### src/rtl/lab_defs_pkg.sv
// Shared definitions for the lab ALU datapath:
// divider FSM encoding, default width and HI/LO opcodes.
package lab_defs;

    typedef enum logic [1:0] {
        IDLE = 2'd0,
        RUN  = 2'd1,
        FIX  = 2'd2,
        DONE = 2'd3
    } div_state_t;

    localparam int WIDTH_DEFAULT = 32;

    localparam logic [3:0] MULT  = 4'b0110;
    localparam logic [3:0] MULTU = 4'b0111;
    localparam logic [3:0] DIV   = 4'b1110;
    localparam logic [3:0] DIVU  = 4'b1111;

endpackage

### src/rtl/lab5_cond_neg.sv
// Conditional two's-complement: y = neg ? -x : x.
// Used for operand magnitudes and for result sign fixup.
module lab5_cond_neg #(
    parameter int WIDTH = 32
) (
    input  logic             neg,
    input  logic [WIDTH-1:0] x,
    output logic [WIDTH-1:0] y
);

    assign y = neg ? (~x + WIDTH'(1)) : x;

endmodule

### src/rtl/lab5_div_unit.sv
// Multi-cycle restoring divider producing quotient in lo and
// remainder in hi, signed or unsigned.
module lab5_div_unit
    import lab_defs::*;
#(
    parameter int WIDTH = WIDTH_DEFAULT
) (
    input  logic             clk,
    input  logic             reset_n,
    input  logic             start,
    input  logic             sign,
    input  logic [WIDTH-1:0] a,
    input  logic [WIDTH-1:0] b,
    output logic             busy,
    output logic             done,
    output logic [WIDTH-1:0] hi,
    output logic [WIDTH-1:0] lo,
    output logic             div_zero
);

    localparam int CW = $clog2(WIDTH + 1);

    div_state_t state, state_nx;

    logic [WIDTH-1:0] a_mag, b_mag;
    logic [WIDTH-1:0] a_raw, dvs;
    logic [WIDTH-1:0] rem, quo;
    logic [WIDTH-1:0] q_fix, r_fix;
    logic             qneg, rneg, zq;
    logic [CW-1:0]    cnt;
    logic [WIDTH:0]   sh, trial;
    logic             b_zero;

    assign b_zero = (b == '0);

    lab5_cond_neg #(.WIDTH(WIDTH)) u_abs_a (
        .neg (sign & a[WIDTH-1]),
        .x   (a),
        .y   (a_mag)
    );

    lab5_cond_neg #(.WIDTH(WIDTH)) u_abs_b (
        .neg (sign & b[WIDTH-1]),
        .x   (b),
        .y   (b_mag)
    );

    lab5_cond_neg #(.WIDTH(WIDTH)) u_fix_q (
        .neg (qneg),
        .x   (quo),
        .y   (q_fix)
    );

    lab5_cond_neg #(.WIDTH(WIDTH)) u_fix_r (
        .neg (rneg),
        .x   (rem),
        .y   (r_fix)
    );

    // rem < dvs always holds, so bit WIDTH of trial is the borrow
    assign sh    = {rem, quo[WIDTH-1]};
    assign trial = sh - {1'b0, dvs};

    always_ff @(posedge clk) begin
        if (!reset_n) begin
            state <= IDLE;
        end else begin
            state <= state_nx;
        end
    end

    always_comb begin
        state_nx = state;
        unique case (state)
            IDLE: if (start) state_nx = b_zero ? FIX : RUN;
            RUN:  if (cnt == CW'(1)) state_nx = FIX;
            FIX:  state_nx = DONE;
            DONE: state_nx = IDLE;
        endcase
    end

    always_ff @(posedge clk) begin
        if (!reset_n) begin
            busy     <= 1'b0;
            done     <= 1'b0;
            hi       <= '0;
            lo       <= '0;
            div_zero <= 1'b0;
            a_raw    <= '0;
            dvs      <= '0;
            rem      <= '0;
            quo      <= '0;
            qneg     <= 1'b0;
            rneg     <= 1'b0;
            zq       <= 1'b0;
            cnt      <= '0;
        end else begin
            done <= (state == DONE);
            if (state == IDLE && start) begin
                busy <= 1'b1;
            end else if (done) begin
                busy <= 1'b0;
            end
            unique case (state)
                IDLE: begin
                    if (start) begin
                        a_raw    <= a;
                        dvs      <= b_mag;
                        quo      <= a_mag;
                        rem      <= '0;
                        qneg     <= sign & (a[WIDTH-1] ^ b[WIDTH-1]);
                        rneg     <= sign & a[WIDTH-1];
                        zq       <= b_zero;
                        div_zero <= 1'b0;
                        cnt      <= CW'(WIDTH);
                    end
                end
                RUN: begin
                    cnt <= cnt - CW'(1);
                    if (!trial[WIDTH]) begin
                        rem <= trial[WIDTH-1:0];
                        quo <= {quo[WIDTH-2:0], 1'b1};
                    end else begin
                        rem <= sh[WIDTH-1:0];
                        quo <= {quo[WIDTH-2:0], 1'b0};
                    end
                end
                FIX: begin
                    if (zq) begin
                        lo       <= '1;
                        hi       <= a_raw;
                        div_zero <= 1'b1;
                    end else begin
                        lo <= q_fix;
                        hi <= r_fix;
                    end
                end
                DONE: ;
            endcase
        end
    end

endmodule
### config.mk
export PLATFORM = sky130hd
export DESIGN_NAME = lab5_div_unit
export DESIGN_NICKNAME = d
export VERILOG_FILES = /design/src/rtl/lab_defs_pkg.sv /design/src/rtl/lab5_cond_neg.sv /design/src/rtl/lab5_div_unit.sv
export SDC_FILE = /design/constraint.sdc
export NUM_CORES = 1
export LEC_CHECK = 0
export BUFFER_PORTS_ARGS = -buffer_cell sky130_fd_sc_hd__buf_2
export CAP_MARGIN = 20
export CORE_AREA = 2 2 109 191
export DETAILED_ROUTE_END_ITERATION = 10
export DIE_AREA = 0 0 111 193
export PLACE_DENSITY = 0.93
export SYNTH_ARGS = -nofsm -noshare
export SYNTH_HDL_FRONTEND = slang
export SYNTH_SLANG_ARGS = --single-unit
### constraint.sdc
create_clock -name clk -period 7.6 [get_ports clk]
set_input_delay 1.9 -clock clk [delete_from_list [all_inputs] [get_ports clk]]
set_output_delay 1.9 -clock clk [all_outputs]
set_load 0.005 [all_outputs]
==> run summary, run 1 <==
The run finished with clean final reports. At the placement stage, the worst setup path has a slack of 2900 ps. For this run, design rule violations remaining after detail routing come to 0. The logs give 0 for the number of max-cap violations and 24700 µm for the post-DP HPWL.

The number of synthesized register bits came out at 206. In the routed layout, each cell is associated on average with a via count of 6.22. In the final routed layout, each cell accounts on average for 17.8 µm. The final critical delay including setup and external delays was 4200 ps. The die area came out at 21400 µm². The run gives 0 as the count of buffers added by post-CTS timing repair for setup. The number of endpoints with negative hold slack in the final report was 0; the number of DRC markers after the initial detailed-route iteration was 667. Once placement finished, the instance area stood at 13400 µm². In this run the worst setup path begins at a[2]. The tools report the source of the worst hold timing path as hi[31]. In this run the power density over the cells is 299 nW/µm².

The total number of nets in the final design came out at 1762. Buffers placed on the I/O ports in this run total 134. Origin of the critical flop-to-flop path: quo[31].

The number of warnings printed during yosys synthesis was 0. Leaving out fill and tap cells, the most frequent cells in the layout are sky130_fd_sc_hd__nand2_1 (263), sky130_fd_sc_hd__dfxtp_1 (205), sky130_fd_sc_hd__buf_2 (133). The detail route stage leaves a number of antenna-violating nets equal to 0. The tightest min-delay check is of the reg -> reg type. The count of flip-flops with a built-in enable after synthesis came out at 0.

The most common flop cell mapped by yosys was sky130_fd_sc_hd__dfxtp_1. Traced cell by cell, the critical path runs through buf_2 -> nor4_1 -> and3_1 -> nor2b_1 -> nand4b_1 -> o41ai_1 -> xor2_1 -> o21ai_0 -> nand2_1 -> a21boi_0. The number of sinks driven by the clock tree is 206, and the instance count along the most critical hold path is 2. After technology mapping, the gate count stands at 1592. For the pin with the worst max-slew slack, the measured transition is 1100 ps.

The count of TritonRoute iterations in the first routing pass was 6; the clock-pin slew reported for the worst setup and hold paths after clock tree synthesis was 70 ps. The worst-case clock buffer depth was 3. The final critical path takes up 55.3% of the cycle. The worst hold margin came out at 467 ps. The most common cell after layout, fill and taps aside is sky130_fd_sc_hd__nand2_1. Gates resized during post-CTS repair numbered 0. Counting distinct cell types in the post-synthesis netlist gives 81. The standby leakage power was 5.98 nW; the area growth from synthesis to layout was 10.6%. The vertical extent of the die was 193 µm. The data arrival time of the critical path came out at 4630 ps.

The core region is 19900 µm². Of all nets on the critical path, the largest fanout is 6. Of the cells placed in the final design, the portion with a size suffix greater than 1 is 14.4%. The initialized floorplan defines 69 standard-cell rows. Setup violations remaining at the end of the flow were counted as 0. The path with the worst hold slack has its endpoint at hi[31]. The average instance in the mapped netlist occupies 8.02 µm². The setup total negative slack is 0 ps, and the global router's overall resource usage is 30.6%. The tools report the final weighted congestion in routability-driven placement as 0.965. Counting the buffers created by CTS gives 20. The tools report the final standard cell area without fillers as 14100 µm².

The number of cells on the worst reg-to-reg path is 13. Capturing point of the worst reg2reg path: quo[0]. The achievable frequency is 0.238 GHz. TritonCTS built the clock tree.

The worst setup path is of the in -> reg kind. Proportion of synthesized flip-flops having asynchronous set or reset: 0%. Setup repair after global routing left no endpoint under its margin. For the number of slew-limit violations in the final report, the log shows 0. In this design, the stage delay of the slowest critical-path cell is 700 ps. IR analysis of the VDD net gives a maximum drop of 0.257 mV.

Setup slack closes at 3400 ps. The run gives 11400 as the via count of the first global-routing pass. For this run, the register share of the synthesized area comes to 32.3%. For the post-synth design cell area, the log shows 12800 µm². The net count after synthesis is 1703.

For this configuration, the core starts out at a cell density of 64.1%. The detailed router placed 11900 vias in this run. The worst setup path is captured at a flop. The initial antenna violation count is 6, and the required time of the critical path is 8030 ps. The element type at the critical path start is an input port. The logs give 112 for the largest net degree at the start of global routing and 26.8% for the normalized max-slew margin. The clock skew after layout came out at 13.4 ps. Measured along the x axis, the die boundary spans 111 µm.

The tree is rooted in a sky130_fd_sc_hd__clkbuf_16. Across all register-to-register paths, the minimum setup slack is 4070 ps. Buffers inserted to repair hold after CTS numbered 0. The tools report the global route total overflow as 0.

For this block, the routed nets add up to 34200 µm of wire. The tools report the number of H-tree levels as 1. The run gives 135 as the I/O pin count.

The largest individual stage delay along the critical path comes from the cell sky130_fd_sc_hd__nor4_1. The first global-routing pass estimated 54600 µm of wire. Clock latency on the worst-skew pair, taken at its later pin, is 500 ps.
## registers in the layout, indices dropped and copies added (netlist names), 2 cells and up
| name | cells |
|---|---|
| a_raw | 32 |
| dvs | 32 |
| hi | 32 |
| lo | 32 |
| quo | 32 |
| rem | 32 |
| cnt | 6 |
| state | 2 |
## per-layer routing
| metal | global-route usage, % | routed length [µm] | part of all wire [%] |
|---|---|---|---|
| met4 | 18.2 | 2080 | 6.1 |
| met2 | 59.0 | 17700 | 52 |
| met3 | 3.19 | 1760 | 5.1 |
| met1 | 31.9 | 12600 | 37 |
| met5 | 0 | 0 | 0 |
## layout make-up
cell class,count,area [µm²]
clock inverters,10,82.6
well taps,248,310
fillers,1499,5820
flip-flops and latches,206,4130
diodes,6,15.0
repair buffers,149,830
inverters,56,210
multi-input cells,1218,8010
clock buffers,23,543
## stage by stage
| stage | std cells | util, % | power [mW] |
|---|---|---|---|
| floorplan | 1592 | - | 2.77 |
| global placement | 1873 | 67.3 | 3.14 |
| detailed placement | 1873 | 67.3 | 3.21 |
| CTS | 1906 | 70.4 | 4.19 |
| global route | 1916 | 70.8 | 4.47 |
| finish | 1916 | 70.8 | 4.22 |
## critical path: cells and delay by family
family                 cells  cell delay [ps]
XOR/XNOR                   1              130
AO/OA/AOI/OAI              3              780
AND/OR/NAND/NOR            5             1690
buffers and inverters      1              140
## synth_stat cells (6+ instances only)
| cell | count | area (µm²) |
|---|---|---|
| sky130_fd_sc_hd__nand2_1 | 263 | 987 |
| sky130_fd_sc_hd__dfxtp_1 | 206 | 4120 |
| sky130_fd_sc_hd__o21ai_0 | 100 | 500 |
| sky130_fd_sc_hd__clkbuf_1 | 93 | 349 |
| sky130_fd_sc_hd__xnor2_1 | 79 | 692 |
| sky130_fd_sc_hd__nand3_1 | 78 | 390 |
| sky130_fd_sc_hd__a21oi_1 | 71 | 355 |
| sky130_fd_sc_hd__xor2_1 | 66 | 578 |
| sky130_fd_sc_hd__a21boi_0 | 60 | 450 |
| sky130_fd_sc_hd__inv_1 | 56 | 210 |
| sky130_fd_sc_hd__nor2_1 | 47 | 176 |
| sky130_fd_sc_hd__ha_1 | 42 | 526 |
| sky130_fd_sc_hd__o211a_1 | 34 | 340 |
| sky130_fd_sc_hd__nor2b_1 | 29 | 181 |
| sky130_fd_sc_hd__o221a_2 | 26 | 293 |
| sky130_fd_sc_hd__mux2i_1 | 25 | 250 |
| sky130_fd_sc_hd__o21ai_1 | 25 | 125 |
| sky130_fd_sc_hd__o31ai_1 | 23 | 173 |
| sky130_fd_sc_hd__nand2b_1 | 18 | 113 |
| sky130_fd_sc_hd__nand3b_1 | 17 | 128 |
| sky130_fd_sc_hd__or3_1 | 15 | 93.8 |
| sky130_fd_sc_hd__a21o_1 | 14 | 105 |
| sky130_fd_sc_hd__nor3_1 | 14 | 70.1 |
| sky130_fd_sc_hd__a31oi_1 | 13 | 81.3 |
| sky130_fd_sc_hd__o211ai_1 | 13 | 97.6 |
| sky130_fd_sc_hd__buf_1 | 12 | 45.0 |
| sky130_fd_sc_hd__o41ai_1 | 12 | 105 |
| sky130_fd_sc_hd__a32oi_1 | 10 | 87.6 |
| sky130_fd_sc_hd__and2_1 | 10 | 62.6 |
| sky130_fd_sc_hd__or4_1 | 10 | 75.1 |
| sky130_fd_sc_hd__nand4_1 | 8 | 50.1 |
| sky130_fd_sc_hd__nor4_1 | 8 | 50.1 |
| sky130_fd_sc_hd__and3_1 | 7 | 43.8 |
| sky130_fd_sc_hd__o21a_1 | 7 | 52.6 |
| sky130_fd_sc_hd__buf_2 | 6 | 30.0 |
## power breakdown
| group | switching (mW) | total [mW] | internal, mW | leakage [nW] |
|---|---|---|---|---|
| clock | 0.435 | 0.981 | 0.546 | 0.305 |
| combinational | 1.03 | 1.72 | 0.690 | 3.99 |
| sequential | 0.202 | 1.52 | 1.32 | 1.68 |
| total | 1.67 | 4.22 | 2.55 | 5.98 |
## worst max-delay path by stage
stage | slack [ps] | end
3_5_place_dp | 2900 | quo[30]
3_3_place_gp | 2950 | quo[30]
4_1_cts | 3420 | quo[30]
2_1_floorplan | 3650 | dvs[30]
6_report | 3400 | quo[29]
5_1_grt | 3260 | quo[29]
## cells by family after synthesis
kind of cell | share of synthesized area [%]
AO/OA/AOI/OAI | 25.4
adder cells (fa/ha/maj) | 4.27
XOR/XNOR | 10.2
AND/OR/NAND/NOR | 20.8
multiplexers | 1.96
buffers and inverters | 5.05
flip-flops | 32.3
Note: power is estimated with default switching activity, not from simulation.
==> run 2, diff against run 1 <==
--- a/config.mk
+++ b/config.mk
@@ -7,10 +7,10 @@
 export LEC_CHECK = 0
 export BUFFER_PORTS_ARGS = -buffer_cell sky130_fd_sc_hd__buf_2
 export CAP_MARGIN = 20
-export CORE_AREA = 2 2 109 191
+export CORE_AREA = 2 2 120 209
 export DETAILED_ROUTE_END_ITERATION = 10
-export DIE_AREA = 0 0 111 193
-export PLACE_DENSITY = 0.93
+export DIE_AREA = 0 0 122 211
+export PLACE_DENSITY = 0.83
 export SYNTH_ARGS = -nofsm -noshare
 export SYNTH_HDL_FRONTEND = slang
 export SYNTH_SLANG_ARGS = --single-unit
==> constraint.sdc (replaced) <==
create_clock -name clk -period 3.41 [get_ports clk]
set_input_delay 0.8525 -clock clk [delete_from_list [all_inputs] [get_ports clk]]
set_output_delay 0.8525 -clock clk [all_outputs]
set_load 0.005 [all_outputs]
==> run 2 against run 1 <==
Against the previous run: final area rose by 2.8%; clock skew rose by 12 ps; count of clock-buffer cells in the layout grew 8; routed wire length rose by 0.46%; first-iteration DRC count grew 11%; total power rose by 130%; non-clock buffer count rose by 20; via count decreased by 0.70%; worst hold slack improved by 5.1 ps.
==> run summary, run 2 (synthesis gave the netlist of run 1 again) <==
Leaving out fill and tap cells, the most frequent cell in the layout is sky130_fd_sc_hd__nand2_1. For the relative contribution of the clock network to total power, the log shows 26.6% (+3.4 points). Clock skew after layout: 25.6 ps (+12.2 ps).

The element type at the critical path start is a flop. The count of TritonRoute iterations in the first routing pass came out at 5 (-1). Signal routing reaches up to met4. The number of slew-limit violations in the final report came out at 0 (unchanged). The via count of the first global-routing pass was 11700 (+2.3%); the ratio of routed vias to standard cells was 5.92 (-4.9%). Initial antenna violation count: 5 (-1). The logs give 0.472 mV (+83%) for the peak supply drop and 34300 µm (+0.46%) for the wire length after detailed routing. The number of H-tree levels was 1 (unchanged); the share of total power consumed by net switching was 37.7% (-1.8 points). The number of sinks driven by the clock tree came out at 206 (unchanged). Walking the worst path, the cells encountered are inv_1 -> ha_1 -> fa_1 -> nand2b_1 -> a21oi_1 -> o21ai_1 -> o21ai_2 -> nand2_1 -> a221oi_4 -> xor2_2 -> nand2_1 -> o21ai_1.

The run gives 0 (unchanged) as the number of max-cap violations. The tools report the met3 layer wire length in the routed design as 1370 µm (-22%). The logs give 3 (unchanged) for the worst-case clock buffer depth and 60.7% (-10 points) for the final standard cell utilization of the core. The relative contribution of sequential cells to total power is 34.4% (-1.6 points), and the starting density of the core is 53.4% (-11 points). The count of instances resized after the clock tree is built is 0 (unchanged), and the final antenna-violating net count is 0 (unchanged). The logs give 50.5% (+24 points) for the normalized max-slew margin and 263 ps (-3130 ps) for the final worst-path setup slack. Setup repair after global routing left no endpoint under its margin. Global router's overall resource usage: 26.4% (-4.2 points). The row count came out at 75 (+8.7%). The final cycle utilization of the critical path is 92.3%, and the actual transition at the worst max-transition pin is 735 ps (-361 ps). The count of buffers added by post-CTS timing repair for setup was 0 (unchanged); the portion of total power attributed to combinational logic was 39.0% (-1.7 points).

From synthesis to final layout, the design area changed by 13.7%. The tools report the power consumption as 9.81 mW (+130%). Setup violation total in the final timing report: 0 (unchanged). The required time of the critical path is 3840 ps (-4190 ps). The die span in x came out at 122 µm (+9.9%). The detailed-routed wire length on met2 is 17900 µm (+1.0%). The internal power contribution was 6.11 mW (+140%); the post-DP HPWL was 25700 µm (+3.9%). The type of the tightest min-delay check was reg -> reg. The global route total overflow was 0 (unchanged). The share of final-layout standard cells stronger than drive strength 1 works out to 15.6% (+1.2 points). The flow ran to the end, and the final reports show no timing, DRC or antenna violations.

Endpoint class of the critical path: a flop. The logs give 520 ps (+20 ps) for the clock insertion delay at the later pin of the skew report and 1957 (+4.5%) for the instance count after placement with tap cells included. The clock buffer count from CTS is 21 (+5.0%), and the setup total negative slack is 0 ps (unchanged).

The library cells used most frequently in the layout, excluding fill and tap cells, are sky130_fd_sc_hd__nand2_1 (263), sky130_fd_sc_hd__dfxtp_1 (205), sky130_fd_sc_hd__buf_2 (133). Quantity of I/O buffers inserted on ports: 134 (unchanged). The tree is rooted in a sky130_fd_sc_hd__clkbuf_16. The power per cell area is 675 nW/µm² (+130%).

The detailed-routing wirelength on met1 is 13000 µm (+3.0%). The area inside the core boundary was 23900 µm² (+20%). The number of standard cells in the layout, taps in and fillers out was 2000 (+4.4%). Routed length per instance: 17.2 µm (-3.8%).

The wire length of the first global-routing pass is 55600 µm (+1.8%). The worst slack after detailed placement was 93.6 ps (-2810 ps). The tools report the die area as 25700 µm² (+20%). The peak fanout along the critical path was 7 (+1). On the critical path the largest part of the delay comes from compound AO/OA/AOI/OAI gates. TritonCTS built the clock tree. The total via count after detailed routing was 11800 (-0.70%). The critical path in this run is classified as reg -> reg.

The number of design rule violations left after detail routing was 0 (unchanged); the buffer and inverter count on the worst path was 1 (unchanged). The logs give 260 ps (-3810 ps) for the register-to-register path setup slack and 81 (-28%) for the largest net degree at the start of global routing. Counting I/O delays and the setup requirement, the final critical path takes 3150 ps. The critical path's slowest cell was sky130_fd_sc_hd__a221oi_4. The data arrival time of the critical path came out at 3580 ps (-1050 ps).

The tools report the total number of nets in the final design as 1783 (+1.2%). Number of DRC markers after the initial detailed-route iteration: 741 (+11%). The tools report the standby leakage power as 6.16 nW (+3.1%).

Switching power summed over all nets: 3.70 mW (+120%). The peak per-stage delay on the critical path is 430 ps (-270 ps). The clock-pin slew reported for the worst setup and hold paths after clock tree synthesis came out at 60 ps (about the same). For the I/O pin count, the log shows 135 (unchanged). The logs give 0 (unchanged) for the number of endpoints with negative hold slack in the final report and 0 (unchanged) for the cts-stage hold buffer count. The final weighted congestion in routability-driven placement was 0.995 (+3.1%); the vertical extent of the die was 211 µm (+9.3%). Static timing analysis puts the maximum clock frequency at 0.318 GHz.
[run 2: path summary, 6_finish.rpt]
check	start	endpoint	cells past startpoint
min reg2reg	a_raw[10]	a_raw[10]	2
max reg2reg	quo[31]	rem[29]	12
min	a_raw[10]	a_raw[10]	2
max	quo[31]	rem[29]	12
[run 2: tightest hold or removal path: cells and delay by family, from the launching register on]
family / cells / cell delay (ps)
AND/OR/NAND/NOR: 1 / 50
AO/OA/AOI/OAI: 1 / 60
flip-flops: 1 / 310
[run 2: metal layers]
layer / global-route usage (%) / vias up
met5: 0 / -
met4: 16.8 / 0
met3: 2.32 / 123
met2: 48.9 / 345
met1: 28.1 / 5551
li1: - / 5822
[run 2: power by group through the flow]
| stage | clock, mW | sequential [mW] | combinational, mW |
|---|---|---|---|
| floorplan | 0 | 3.33 | 2.83 |
| detailed placement | 0 | 3.42 | 3.78 |
| global route | 2.72 | 3.45 | 4.25 |
| CTS | 2.63 | 3.37 | 3.80 |
| finish | 2.61 | 3.38 | 3.82 |
| global placement | 0 | 3.40 | 3.69 |
[run 2: stage by stage]
step | area, µm² | hold slack (ps)
2_1_floorplan | 12800 | 441
3_3_place_gp | 13700 | 450
3_5_place_dp | 13700 | 461
4_1_cts | 14500 | 472
5_1_grt | 14500 | 487
6_report | 14500 | 472
[run 2: final cells by class]
cell class	count	area, µm²
Fill cell	2148	9410
Multi-Input combinational cell	1218	8010
Sequential cell	206	4130
Timing Repair Buffer	169	986
Clock buffer	31	643
Tap cell	308	385
Inverter	56	210
Clock inverter	7	145
Antenna cell	5	12.5
==> run 3, diff against run 2 <==
--- a/config.mk
+++ b/config.mk
@@ -7,10 +7,10 @@
 export LEC_CHECK = 0
 export BUFFER_PORTS_ARGS = -buffer_cell sky130_fd_sc_hd__buf_2
 export CAP_MARGIN = 20
-export CORE_AREA = 2 2 120 209
+export CORE_AREA = 2 2 148 258
 export DETAILED_ROUTE_END_ITERATION = 10
-export DIE_AREA = 0 0 122 211
-export PLACE_DENSITY = 0.83
+export DIE_AREA = 0 0 150 260
+export PLACE_DENSITY = 0.61
 export SYNTH_ARGS = -nofsm -noshare
 export SYNTH_HDL_FRONTEND = slang
 export SYNTH_SLANG_ARGS = --single-unit
==> run 3 against run 2 <==
Against the previous run: sequential share of layout area is 0.39 points lower; core utilization down 21 points; global-route usage down 7.5 points; clock skew down 8.8 ps; worst hold slack worse by 2.2 ps; total power fell by 2.7%; final area grew 1.4%; routed wire length grew 8.9%; via count down 2.1%; largest cell class unchanged.
==> run summary, run 3 (synthesis gave the netlist of run 1 again) <==
The run finished with clean final reports. Clock skew after layout: 16.8 ps (-8.85 ps). The row count is 93 (+24%).

The actual transition at the worst max-transition pin was 771 ps (+36.0 ps). The tools report the number of max-cap violations as 0 (unchanged). The worst-case clock buffer depth is 3 (unchanged). The tools report the required time of the critical path as 3820 ps (-20 ps). Traced cell by cell, the critical path runs through inv_1 -> ha_1 -> fa_1 -> nand2b_1 -> a21oi_1 -> o21ai_1 -> o21ai_2 -> nand2_1 -> a221oi_4 -> xor2_2 -> buf_12 -> nand4_1 -> o311ai_0.

The final critical delay including setup and external delays came out at 3170 ps (+26.8 ps). The number of H-tree levels was 1 (unchanged). The standby leakage power is 6.18 nW (+0.23%). The die area was 39000 µm² (+52%). The logs give 0.930 (-6.5%) for the final weighted congestion in routability-driven placement and 708 (-4.5%) for the number of DRC markers after the initial detailed-route iteration. Buffer and inverter count on the worst path: 2 (+1). The buffer cell driving the clock tree root was sky130_fd_sc_hd__clkbuf_16. Total number of nets in the final design: 1801 (+1.0%). The logs give 59500 µm (+7.0%) for the wire length of the first global-routing pass and 0 (unchanged) for the number of endpoints with negative hold slack in the final report.

The largest net degree at the start of global routing came out at 76 (-6.2%). For the cts-stage hold buffer count, the log shows 0 (unchanged). The post-DP HPWL is 29000 µm (+13%). The setup violation total in the final timing report is 0 (unchanged). For the area inside the core boundary, the log shows 36800 µm² (+54%). The data arrival time of the critical path is 3580 ps (about the same), and the peak fanout along the critical path is 20 (+13).

The element type at the critical path start is a flop. The routed length per instance was 17.1 µm (-0.18%). Family of cells with the greatest summed delay on the critical path: compound AO/OA/AOI/OAI gates. Critical path start-end classification: reg -> reg.

Global route total overflow: 0 (unchanged). The clock-pin slew reported for the worst setup and hold paths after clock tree synthesis was 60 ps (about the same). The logs give 8010 µm² (about the same) for the area used by multi-input combinational logic and 48.5% (-2.0 points) for the normalized max-slew margin. The logs give 5 (unchanged) for the count of TritonRoute iterations in the first routing pass and 6 (+1) for the initial antenna violation count. The setup total negative slack was 0 ps (unchanged); the achievable frequency was 0.315 GHz (-0.84%). The quantity of I/O buffers inserted on ports was 134 (unchanged); the via count of the first global-routing pass was 11500 (-1.3%). The tools report the peak supply drop as 0.323 mV (-31%). The most common cell after layout, fill and taps aside was sky130_fd_sc_hd__nand2_1. The ratio of routed vias to standard cells works out to 5.31 (-10%).

The final cycle utilization of the critical path came out at 93.1% (+0.79 points). The run gives 21 (unchanged) as the clock buffer count from CTS. The final antenna-violating net count is 0 (unchanged). The vertical extent of the die was 260 µm (+23%); the peak per-stage delay on the critical path was 420 ps (about the same).

The worst setup path is captured at a flop. For the number of slew-limit violations in the final report, the log shows 0 (unchanged). Setup repair after global routing left no endpoint under its margin. The logs give 135 (unchanged) for the I/O pin count and 4130 µm² (unchanged) for the sequential standard cell area.

In the layout the commonest cells are sky130_fd_sc_hd__nand2_1 (262), sky130_fd_sc_hd__dfxtp_1 (205), sky130_fd_sc_hd__buf_2 (133). The filler cell count was 3892 (+81%); the share of final-layout standard cells stronger than drive strength 1 was 16.3% (+0.69 points). The area growth from synthesis to layout is 15.2%. The type of the tightest min-delay check is reg -> reg. Clock insertion delay at the later pin of the skew report: 520 ps (about the same).

TritonCTS built the clock tree. For the global router's overall resource usage, the log shows 18.9% (-7.5 points). The power consumption was 9.54 mW (-2.7%); the instance area after placement was 14100 µm² (+2.5%). The register-to-register path setup slack came out at 240 ps (-30 ps).

Total via count after detailed routing: 11600 (-2.1%). The wire length after detailed routing is 37400 µm (+8.9%), and the starting density of the core is 34.7% (-19 points). The critical path's slowest cell is sky130_fd_sc_hd__a221oi_4. The power per cell area was 648 nW/µm² (-4.0%). The die span in x came out at 150 µm (+23%). For the final standard cell area without fillers, the log shows 14700 µm² (+1.4%). The number of design rule violations left after detail routing is 0 (unchanged). For the number of sinks driven by the clock tree, the log shows 206 (unchanged).
==> run 3: area by class of cell <==
type | instances | area share [%]
Timing Repair Buffer | 187 | 7.62
Clock buffer | 29 | 4.11
Clock inverter | 5 | 0.246
Tap cell | 475 | 4.04
Antenna cell | 6 | 0.102
Sequential cell | 206 | 28.0
Inverter | 56 | 1.43
Multi-Input combinational cell | 1218 | 54.4
==> run 3: timing repair <==
action                                  in CTS  in global routing
gates resized for setup                      0                  1
endpoints found under the setup margin       0                  1
buffers inserted                             0                  1
==> run 3: worst min-delay path, stage by stage, from the launching register on <==
cell,delay [ps]
sky130_fd_sc_hd__dfxtp_1,310
sky130_fd_sc_hd__nand2_1,50
sky130_fd_sc_hd__a21boi_0,60
==> run 3: path summary, 6_finish.rpt <==
| check | startpoint | to | cells after the start |
|---|---|---|---|
| worst max-delay path | quo[31] | rem[2] | 13 |
| worst min-delay path | a_raw[22] | a_raw[22] | 2 |
| worst max register to register | quo[31] | rem[2] | 13 |
| worst min register to register | a_raw[22] | a_raw[22] | 2 |
==> run 3: power by group <==
group,leakage [nW],switching [mW],internal [mW]
clock,0.307,0.995,1.24
sequential,1.68,0.441,2.94
combinational,4.19,2.32,1.62
==> run 3: routing by layer <==
layer / global-route usage (%) / vias up / wire [µm]
met5: 0 / - / 0
met4: 10.5 / 0 / 1870
met3: 1.77 / 99 / 1180
met2: 35.8 / 256 / 19800
met1: 20.0 / 5388 / 14500
li1: - / 5847 / -
==> run 3: through the flow <==
step | setup slack [ps] | hold slack, ps | utilization (%) | instances
floorplan | 505 | 441 | - | 1592
global placement | 133 | 452 | 38.2 | 2141
detailed placement | 79.1 | 461 | 38.2 | 2141
CTS | 239 | 471 | 40.0 | 2175
global route | 5.94 | 486 | 40.0 | 2182
finish | 236 | 470 | 40.0 | 2182
